`src/rtl/mult_seq_hilo.sv`:
```
// Multi-cycle MULT/MULTU unit: walks 5-bit operand digits through one 5x5 core,
// accumulates shifted partial products, sign-corrects, and owns HI/LO.

module wallace_five (
  input  logic [4:0] a,
  input  logic [4:0] b,
  output logic [9:0] p
);
  logic [9:0] pp0_s, pp1_s, pp2_s, pp3_s, pp4_s;
  logic [9:0] s1_s, c1_s, s2_s, c2_s, s3_s, c3_s;

  // Partial products followed by a chain of 3:2 carry-save compressors.
  always_comb begin
    pp0_s = b[0] ? {5'd0, a}        : 10'd0;
    pp1_s = b[1] ? {4'd0, a, 1'b0}  : 10'd0;
    pp2_s = b[2] ? {3'd0, a, 2'b00} : 10'd0;
    pp3_s = b[3] ? {2'd0, a, 3'b000} : 10'd0;
    pp4_s = b[4] ? {1'd0, a, 4'b0000} : 10'd0;
    s1_s  = pp0_s ^ pp1_s ^ pp2_s;
    c1_s  = ((pp0_s & pp1_s) | (pp0_s & pp2_s) | (pp1_s & pp2_s)) << 1;
    s2_s  = s1_s ^ c1_s ^ pp3_s;
    c2_s  = ((s1_s & c1_s) | (s1_s & pp3_s) | (c1_s & pp3_s)) << 1;
    s3_s  = s2_s ^ c2_s ^ pp4_s;
    c3_s  = ((s2_s & c2_s) | (s2_s & pp4_s) | (c2_s & pp4_s)) << 1;
    p     = s3_s + c3_s;
  end
endmodule

module mult_seq_hilo #(
  parameter int WIDTH  = 32,
  parameter int DIGITS = 7
) (
  input  logic             clk,
  input  logic             rst_n,
  input  logic             start,
  input  logic             is_signed,
  input  logic [WIDTH-1:0] a,
  input  logic [WIDTH-1:0] b,
  input  logic             hi_we,
  input  logic             lo_we,
  input  logic [WIDTH-1:0] wdata,
  output logic             busy,
  output logic             done,
  output logic [WIDTH-1:0] hi,
  output logic [WIDTH-1:0] lo
);
  localparam int         EXT  = 5 * DIGITS;
  localparam logic [2:0] LAST = 3'(DIGITS - 1);
  localparam logic [1:0] IDLE = 2'd0;
  localparam logic [1:0] CALC = 2'd1;
  localparam logic [1:0] FIX  = 2'd2;

  logic [1:0]         state_r, state_nx_s;
  logic [EXT-1:0]     ma_r, mb_r;
  logic               neg_r;
  logic [2*WIDTH-1:0] acc_r, pp_s, fix_s;
  logic [2:0]         i_r, j_r;
  logic [WIDTH-1:0]   hi_r, lo_r;
  logic               busy_r, done_r, busy_nx_s, done_nx_s;
  logic [4:0]         da_s, db_s;
  logic [9:0]         prod_s;
  logic [3:0]         dsum_s;
  logic [5:0]         shift_s;

  function automatic logic [WIDTH-1:0] mag_f(input logic [WIDTH-1:0] x, input logic sgn);
    if (sgn && x[WIDTH-1]) mag_f = ~x + 32'd1;
    else                   mag_f = x;
  endfunction

  function automatic logic [4:0] digit_f(input logic [EXT-1:0] v, input logic [2:0] k);
    case (k)
      3'd0:    digit_f = v[4:0];
      3'd1:    digit_f = v[9:5];
      3'd2:    digit_f = v[14:10];
      3'd3:    digit_f = v[19:15];
      3'd4:    digit_f = v[24:20];
      3'd5:    digit_f = v[29:25];
      3'd6:    digit_f = v[34:30];
      default: digit_f = 5'd0;
    endcase
  endfunction

  wallace_five u_core (.a(da_s), .b(db_s), .p(prod_s));

  // Digit selection and weight of the current partial product: 5*(i+j).
  always_comb begin
    da_s    = digit_f(ma_r, i_r);
    db_s    = digit_f(mb_r, j_r);
    dsum_s  = {1'b0, i_r} + {1'b0, j_r};
    shift_s = {dsum_s, 2'b00} + {2'b00, dsum_s};
    pp_s    = {54'd0, prod_s} << shift_s;
  end

  // State register.
  always_ff @(posedge clk or negedge rst_n) begin
    if (!rst_n) state_r <= IDLE;
    else        state_r <= state_nx_s;
  end

  // Next-state logic.
  always_comb begin
    state_nx_s = IDLE;
    case (state_r)
      IDLE: if (start) state_nx_s = CALC; else state_nx_s = IDLE;
      CALC: if (i_r == LAST && j_r == LAST) state_nx_s = FIX; else state_nx_s = CALC;
      FIX:  state_nx_s = IDLE;
      default: state_nx_s = IDLE;
    endcase
  end

  // Output decode; busy stays up through the done cycle.
  always_comb begin
    busy_nx_s = 1'b0;
    done_nx_s = 1'b0;
    fix_s     = acc_r;
    if (state_nx_s != IDLE || state_r == FIX) busy_nx_s = 1'b1;
    else                                      busy_nx_s = 1'b0;
    if (state_r == FIX) done_nx_s = 1'b1;
    else                done_nx_s = 1'b0;
    if (neg_r) fix_s = ~acc_r + 64'd1;
    else       fix_s = acc_r;
  end

  // Registered status outputs.
  always_ff @(posedge clk or negedge rst_n) begin
    if (!rst_n) begin
      busy_r <= 1'b0;
      done_r <= 1'b0;
    end else begin
      busy_r <= busy_nx_s;
      done_r <= done_nx_s;
    end
  end

  // Operand latch, accumulator, digit counters and HI/LO.
  always_ff @(posedge clk or negedge rst_n) begin
    if (!rst_n) begin
      ma_r  <= '0;
      mb_r  <= '0;
      neg_r <= 1'b0;
      acc_r <= '0;
      i_r   <= 3'd0;
      j_r   <= 3'd0;
      hi_r  <= '0;
      lo_r  <= '0;
    end else begin
      case (state_r)
        IDLE: begin
          if (start) begin
            ma_r  <= EXT'(mag_f(a, is_signed));
            mb_r  <= EXT'(mag_f(b, is_signed));
            neg_r <= is_signed & (a[WIDTH-1] ^ b[WIDTH-1]);
            acc_r <= '0;
            i_r   <= 3'd0;
            j_r   <= 3'd0;
          end
          if (hi_we) hi_r <= wdata;
          if (lo_we) lo_r <= wdata;
        end
        CALC: begin
          acc_r <= acc_r + pp_s;
          if (j_r == LAST) begin
            j_r <= 3'd0;
            i_r <= i_r + 3'd1;
          end else begin
            j_r <= j_r + 3'd1;
          end
        end
        FIX: {hi_r, lo_r} <= fix_s;
        default: ;
      endcase
    end
  end

  assign busy = busy_r;
  assign done = done_r;
  assign hi   = hi_r;
  assign lo   = lo_r;
endmodule

```
`config.mk`:
```
export PLATFORM = sky130hd
export DESIGN_NAME = mult_seq_hilo
export DESIGN_NICKNAME = d
export VERILOG_FILES = /design/src/rtl/mult_seq_hilo.sv
export SDC_FILE = /design/constraint.sdc
export NUM_CORES = 1
export LEC_CHECK = 0
export CAP_MARGIN = 20
export CORE_MARGIN = 5
export CORE_UTILIZATION = 45
export CTS_BUF_LIST = sky130_fd_sc_hd__clkbuf_2
export CTS_CLUSTER_SIZE = 30
export DETAILED_ROUTE_END_ITERATION = 12
export PLACE_DENSITY = 0.66
export SLEW_MARGIN = 20
export SYNTH_ARGS = -nofsm -noshare
export SYNTH_HDL_FRONTEND = slang
export SYNTH_SLANG_ARGS = --single-unit
```
`constraint.sdc`:
```
create_clock -name clk -period 15.6 [get_ports clk]
set_input_delay 3.12 -clock clk [delete_from_list [all_inputs] [get_ports clk]]
set_output_delay 3.12 -clock clk [all_outputs]
set_load 0.005 [all_outputs]
```
==> summary by stage, run 1 <==
Logic synthesis
The number of warnings printed during yosys synthesis is 0. The net count of the mapped netlist is 2229. The multiplexer share of the synthesized area is 0.0275. The complex-gate fraction of the synthesized area is 0.241. A synthesized cell averages 7.99 um^2. Of the total synthesized cell area, the portion taken by full adders, half adders and majority gates is 0.0859. The async set or reset register ratio after synthesis is 1.00. In this run, distinct cell masters in the synthesized netlist total 71.

Of the synthesized area, sequential elements account for 0.314. Of the total synthesized cell area, the portion taken by AND, OR, NAND and NOR gates is 0.193. The summed instance area of the synthesized netlist is 0.0162 mm^2. The number of instances in the synthesized netlist is about 2000.

Yosys mapped a number of flops with a built-in enable equal to 0. The dominant combinational cell family by area after synthesis is compound AO/OA/AOI/OAI gates. Of the total synthesized cell area, the portion taken by XOR and XNOR cells is 0.0980.

The prevailing post-synth register cell is sky130_fd_sc_hd__dfrtp_1. Synthesis inferred ~200 register bits.

Floorplanning
The die covers roughly 0.04 mm^2. 168 I/O pins were placed. In this run the vertical extent of the chip is 200 um.

Measured along the x axis, the die boundary spans around 200 um. In this run the core area contains 69 standard-cell rows. The starting utilization of the core area is 0.456.

The area of the core region is 0.0355 mm^2.

Worst setup path
The worst path required time is 16420 ps. The cell count of the worst reg-to-reg path is 30. The endpoint type of the worst setup path is a register. STA classifies the critical path startpoint as a register. In this design, the critical path's most frequently occurring cell is sky130_fd_sc_hd__a21oi_1.

The delay contributed by the slowest stage of the critical path is 810 ps. The library cell contributing the largest single delay on the critical path is sky130_fd_sc_hd__a221oi_1. The critical path endpoint is acc_r[47]. The critical setup path kind is reg -> reg. The startpoint identified for the worst register-to-register timing path is i_r[0]. The endpoint identified for the worst register-to-register timing path is acc_r[47]. The data arrival time of the critical path is 10220 ps. The startpoint of the most critical setup path is i_r[0].

The worst-path maximum fanout is 7. The setup slack of the worst register-to-register path is a little over 6000 ps.

Layout
The share of post-route cells with drive strength above 1 is 0.0678. For this run, the share of the core covered by cells in the final layout is 0.527. Compared with the post-synthesis result, the final layout area differs by 15.6%. The net count of the finished layout is 2362.

The library cells used most frequently in the layout, excluding fill and tap cells, are sky130_fd_sc_hd__nand2_1, sky130_fd_sc_hd__o21ai_0, sky130_fd_sc_hd__nor2_1. Once layout is complete, the cells apart from fillers number between 2000 and 3000. Leaving out fill and tap cells, the most frequent cell in the layout is sky130_fd_sc_hd__nand2_1.

Clock network
The number of instances resized during post-cts repair is 0. The number of buffers added for setup after CTS is 0. The tree built by TritonCTS fans out to 203 sinks. The clock latency at the later pin of the worst-skew pair is 950 ps. Hold repair after CTS inserted 0 buffers. No sink is reached through more buffers than the 3 on the longest clock path.

TritonCTS created 57 clock buffers. The TritonCTS clock tree is yes. The cell at the root of the clock tree is sky130_fd_sc_hd__clkbuf_2.

CTS built an H-tree with a depth of 2. The post-CTS clock slew at the launch and capture registers of the worst setup and hold paths is 100 ps.

Worst hold path
In this run the worst hold path is classified as reg -> reg.

Global routing
The number of antenna violations at the first check in global routing is 1. Entering global routing, the biggest net connects 123 pins. Across every metal layer, demand over resource in global routing totals 0.260. The first global-routing pass estimated between 80000 and 90000 um of wire. The via count of the first global-routing pass is 15309. The total overflow left after global routing is 0.

Route
The number of iterations in the first detailed-routing pass is 6. Wires add up to approximately 52000 um. The detailed-route vias per instance is 5.81. The final route contains 15455 vias. Dividing the detail-routed wire length by the instance count gives ~20 um. The DRC violation count after routing is 0. The DRC marker count from the first detailed-route iteration is 1197.

The count of nets left with antenna violations after detail routing is 0.

Timing
Measured against its own limit, the worst slew margin works out to 0.323. The count of final setup violators is 0. The worst-margin pin slew is between 1000 and 1500 ps. The number of pins with negative max-slew slack in the final report was 0. In the final timing run, aggregate negative setup slack is 0 ps. The number of endpoints with negative hold slack in the final report is 0. The minimum clock period is 9410 ps. The share of the cycle needed by the critical path after routing is 0.603.

The upper clock frequency limit is 0.106 GHz. The worst clock skew on the final layout is 99.1 ps. Setup repair after global routing left no endpoint under its margin.

Placed design
The placed cell count is 2559. In this run the tool buffered the top-level ports with 167 buffer cells. At the end of routability-driven placement, the weighted congestion stood at 0.967. After legalization and detailed placement, the total HPWL measured 40900 um.

Run
The max-cap violation count is 0.

Outcome
The flow ran to the end, and the final reports show no timing, DRC or antenna violations.
-- worst min path at each step --
stage | startpoint | end | slack [ps] | cells past startpoint
floorplan | ma_r[15] | ma_r[15] | 440 | 2
global placement | mb_r[2] | mb_r[2] | 460 | 2
detailed placement | mb_r[22] | mb_r[22] | 460 | 2
CTS | mb_r[22] | mb_r[22] | 490 | 2
global route | lo[14] | lo[14] | 500 | 2
finish | mb_r[22] | mb_r[22] | 480 | 2
-- critical path, delay by kind of cell (launching register included) --
kind,cells,cell delay (ps)
compound gates,15,5070
fa+ha+maj,6,2420
simple gates,5,670
flops,1,470
mux,1,340
buf+inv,2,160
xor+xnor,1,160
-- registers in the layout, indices dropped and copies added (netlist names) --
register	count
busy	1
i_r	3
ma_r	32
neg_r	1
lo	32
hi	32
j_r	3
acc_r	64
mb_r	32
state_r	2
done	1
-- layer usage --
metal / routed length (um) / GRT usage / up-vias
li1: - / - / 7535
met1: 21900 / 0.327 / 7280
met2: 25500 / 0.453 / 530
met3: 2780 / 0.0361 / 110
met4: 2180 / 0.104 / 0
met5: 0 / 0 / -
-- cell usage after synthesis, types with 12 or more instances --
cell / instances / share of area
sky130_fd_sc_hd__a21oi_1: 123 / 0.038
sky130_fd_sc_hd__o21ai_0: 221 / 0.068
sky130_fd_sc_hd__nand2b_1: 14 / 0.0054
sky130_fd_sc_hd__o41ai_1: 14 / 0.0076
sky130_fd_sc_hd__nor3_1: 33 / 0.010
sky130_fd_sc_hd__xor2_1: 71 / 0.038
sky130_fd_sc_hd__o21bai_1: 23 / 0.011
sky130_fd_sc_hd__nand4_1: 17 / 0.0066
sky130_fd_sc_hd__or4_1: 18 / 0.0084
sky130_fd_sc_hd__a21o_1: 47 / 0.022
sky130_fd_sc_hd__o31ai_1: 71 / 0.033
sky130_fd_sc_hd__mux2_2: 12 / 0.0084
sky130_fd_sc_hd__nand3_1: 27 / 0.0084
sky130_fd_sc_hd__dfrtp_1: 203 / 0.31
sky130_fd_sc_hd__clkbuf_1: 101 / 0.023
sky130_fd_sc_hd__and2_1: 17 / 0.0066
sky130_fd_sc_hd__a31oi_1: 18 / 0.0070
sky130_fd_sc_hd__inv_1: 64 / 0.015
sky130_fd_sc_hd__nand2_1: 303 / 0.070
sky130_fd_sc_hd__fa_1: 15 / 0.019
sky130_fd_sc_hd__ha_1: 87 / 0.067
sky130_fd_sc_hd__o22ai_1: 17 / 0.0066
sky130_fd_sc_hd__nor2_1: 212 / 0.049
sky130_fd_sc_hd__or2_2: 12 / 0.0046
sky130_fd_sc_hd__xnor2_1: 110 / 0.060
sky130_fd_sc_hd__mux2i_1: 13 / 0.0080
-- metrics by stage --
| step | hold WS [ps] | setup WS, ps | instance area (um^2) |
|---|---|---|---|
| final | 480 | 6190 | 18700 |
| after global routing | 502 | 5450 | 18700 |
| after CTS | 486 | 6240 | 18700 |
| after detailed placement | 464 | 6240 | 18200 |
| after global placement | 457 | 6390 | 18200 |
| after floorplan | 442 | 7980 | 16200 |
-- cells by family after synthesis --
family          count (synthesis)
fa+ha+maj                     102
xor+xnor                      181
mux                            33
simple gates                  706
buf+inv                       175
flops                         203
compound gates                625
-- layout make-up --
type | count | area (um^2)
antenna | 2 | 5.00
clock buffer | 75 | 375
clock inverter | 25 | 135
fill | 3478 | 16800
inverter | 68 | 255
multi-input combinational | 1647 | 10500
sequential | 203 | 5080
tap | 461 | 577
timing repair buffer | 181 | 1790
Power of run 1 is not shown: default switching activity piles up to over one toggle a cycle in this logic, so the estimate is an artifact.
==> inputs of run 2 (changes only) <==
--- a/config.mk
+++ b/config.mk
@@ -11,7 +11,7 @@
 export CTS_BUF_LIST = sky130_fd_sc_hd__clkbuf_2
 export CTS_CLUSTER_SIZE = 30
 export DETAILED_ROUTE_END_ITERATION = 12
-export PLACE_DENSITY = 0.66
+export PLACE_DENSITY = 0.68
 export SLEW_MARGIN = 20
 export SYNTH_ARGS = -nofsm -noshare
 export SYNTH_HDL_FRONTEND = slang
==> constraint.sdc (replaced) <==
create_clock -name clk -period 7.8 [get_ports clk]
set_input_delay 1.56 -clock clk [delete_from_list [all_inputs] [get_ports clk]]
set_output_delay 1.56 -clock clk [all_outputs]
set_load 0.005 [all_outputs]
==> run 2 against run 1 <==
Effect of this change: non-clock buffer count up 266; largest cell class unchanged; register-to-register slack worse by 6200 ps; sequential cell count unchanged; critical path type unchanged; critical endpoint is now acc_r[58]; critical path depth up 9.
==> summary by stage, run 2 (synthesis gave the netlist of run 1 again) <==
Route
The detailed-route vias per instance is roughly 5.7. For this block, the routed nets add up to 55700 um of wire. The highest layer touched by signal routing is met4. The count of nets left with antenna violations after detail routing is 0. Wire segments on met3 add up to 3220 um in the final route. The routed length on met1 is 22700 um. After detailed routing, the average wire length per cell comes to 19.1 um. The number of vias after detailed routing is 16739. The first detailed-routing pass took 7 iterations. In this run, the number of DRC markers left after iteration 0 of detailed routing was 1264. The routed length on met2 is 26900 um.

The DRC violation count after routing is 0.

Worst setup path
The worst setup path is captured at a register. The critical path is of the reg -> reg type. The worst-path maximum fanout is 6.

STA puts the critical path data arrival time at ~8600 ps. The worst setup path is launched from a register. For this run, the slowest stage of the critical path takes 480 ps.

The worst path required time is 8570 ps. For this design, the slowest cell found on the critical path is sky130_fd_sc_hd__dfrtp_2.

Floorplanning
For this design the top-level I/O count stands at 168. The height of the die is 200 um. The total die area is 0.0398 mm^2. The initial utilization of the core area, before any placement, comes to 0.456.

The die is ~200 um wide. The area of the core region is 0.0355 mm^2. The placement row count is 69.

Placed design
The congestion estimate from routability-driven global placement came to roughly 0.99. Buffers placed on the I/O ports in this run total 167. The HPWL reported at the end of detailed placement is 43400 um.

The total placed instance area is 0.0199 mm^2.

Global routing
For this run the aggregate overflow at the end of global routing stands at 0. Entering global routing, the biggest net connects roughly 120 pins. The via count of the first global-routing pass is 16402. The number of antenna violations at the first check in global routing is 1. The first global-routing pass estimated 86500 um of wire. Across every metal layer, demand over resource in global routing totals 0.271.

Clock network
The cell at the root of the clock tree is sky130_fd_sc_hd__clkbuf_2. For this design, the sink count on the clock tree is 203. CTS built an H-tree with a depth of 2. The number of buffers created by CTS is 54. At the later pin of the worst-skew pair, clock insertion delay measures ~950 ps. The post-CTS clock slew at the launch and capture registers of the worst setup and hold paths is 120 ps.

The longest clock path from root to sink contains 3 buffers. The TritonCTS clock tree is yes.

Layout
The area taken by flip-flops and latches is about 0.0051 mm^2. In the layout the commonest cells are sky130_fd_sc_hd__nand2_1, sky130_fd_sc_hd__buf_4, sky130_fd_sc_hd__nor2_1. In the final layout, the multi-input gates occupy approximately 0.011 mm^2. From synthesis to final layout, the design area changed by 33.0%. With fillers left out, the area of the finished cells amounts to 0.0215 mm^2. The net count of the finished layout is 2625. Of the cells placed in the final design, the portion with a size suffix greater than 1 is 0.215. Once layout is complete, the utilization of the core stands at 0.606. The number of filler instances in the final layout is 3163.

The register with the most flip-flops is acc_r. The flip-flop count of the largest register after layout is 64. The library cell used most frequently in the layout, excluding fill and tap cells, is sky130_fd_sc_hd__nand2_1.

Timing
Final hold analysis gives a worst-case slack of 484 ps. The number of pins with negative max-slew slack in the final report is 0. The number of endpoints with negative hold slack in the final report is 0.

The worst-margin pin slew is 1020 ps. Dividing the final minimum period by the clock period gives 0.998. Setup repair after global routing could not meet its margin everywhere. Setup violations remaining at the end of the flow were counted as 0. Across the routed clock network, the largest skew measured is 96.9 ps. Measured against its own limit, the worst slew margin works out to 0.318. The upper clock frequency limit is 0.128 GHz.

The smallest clock period supported by the final layout is computed as 7790 ps.

Run
The max-cap violation count is 0.

Outcome
The run finished with clean final reports.

Worst hold path
The worst hold path belongs to the class reg -> reg.
## run 2: changes by cell type in the layout (fill, tap and decap cells not counted), sizes merged
cell	delta
buf	+266
clkbuf	-4
clkinv	+1
diode	-1
inv	-1
## run 2: final timing paths
kind	start	end	slack (ps)	cells after the start
max	i_r[0]	acc_r[58]	10	39
min	lo[24]	lo[24]	480	2
max reg2reg	i_r[0]	acc_r[58]	10	39
min reg2reg	lo[24]	lo[24]	480	2
max in group asynchronous	rst_n	acc_r[14]	5750	2
min in group asynchronous	rst_n	done	620	1
## run 2: routing by layer
metal  up-vias  global-route usage
li1       8045                   -
met1      7931               0.338
met2       605               0.466
met3       158              0.0354
met4         0               0.125
met5         -                   0
## run 2: area by class of cell
cell class | count | area share
flip-flops and latches | 203 | 0.236
inverters | 68 | 0.0120
clock inverters | 25 | 0.00617
clock buffers | 71 | 0.0165
repair buffers | 447 | 0.180
multi-input cells | 1647 | 0.521
well taps | 461 | 0.0268
diodes | 1 | 0.000116
## run 2: worst max-delay path: cells and delay by family (launching register included)
kind,cells,cell delay (ps)
compound gates,11,2190
xor+xnor,2,250
fa+ha+maj,7,2090
buf+inv,9,920
flops,1,480
mux,2,570
simple gates,8,1130
## run 2: timing repair
item	4_1_cts	5_1_grt
resized for setup	45	162
setup buffers	7	24
endpoints found under the hold margin	0	0
hold buffers	0	0
pin swaps	21	65
endpoints found under the setup margin	32	38
## run 2: through the flow
step	worst slack [ps]	setup TNS, ps	std cells
after detailed placement	-748	-10100	2794
after global routing	-338	-4570	2923
after global placement	-738	-9390	2794
after floorplan	177	0	2025
after CTS	0.700	0	2897
final	12.6	0	2923
Power of run 2 is left out for the same reason.
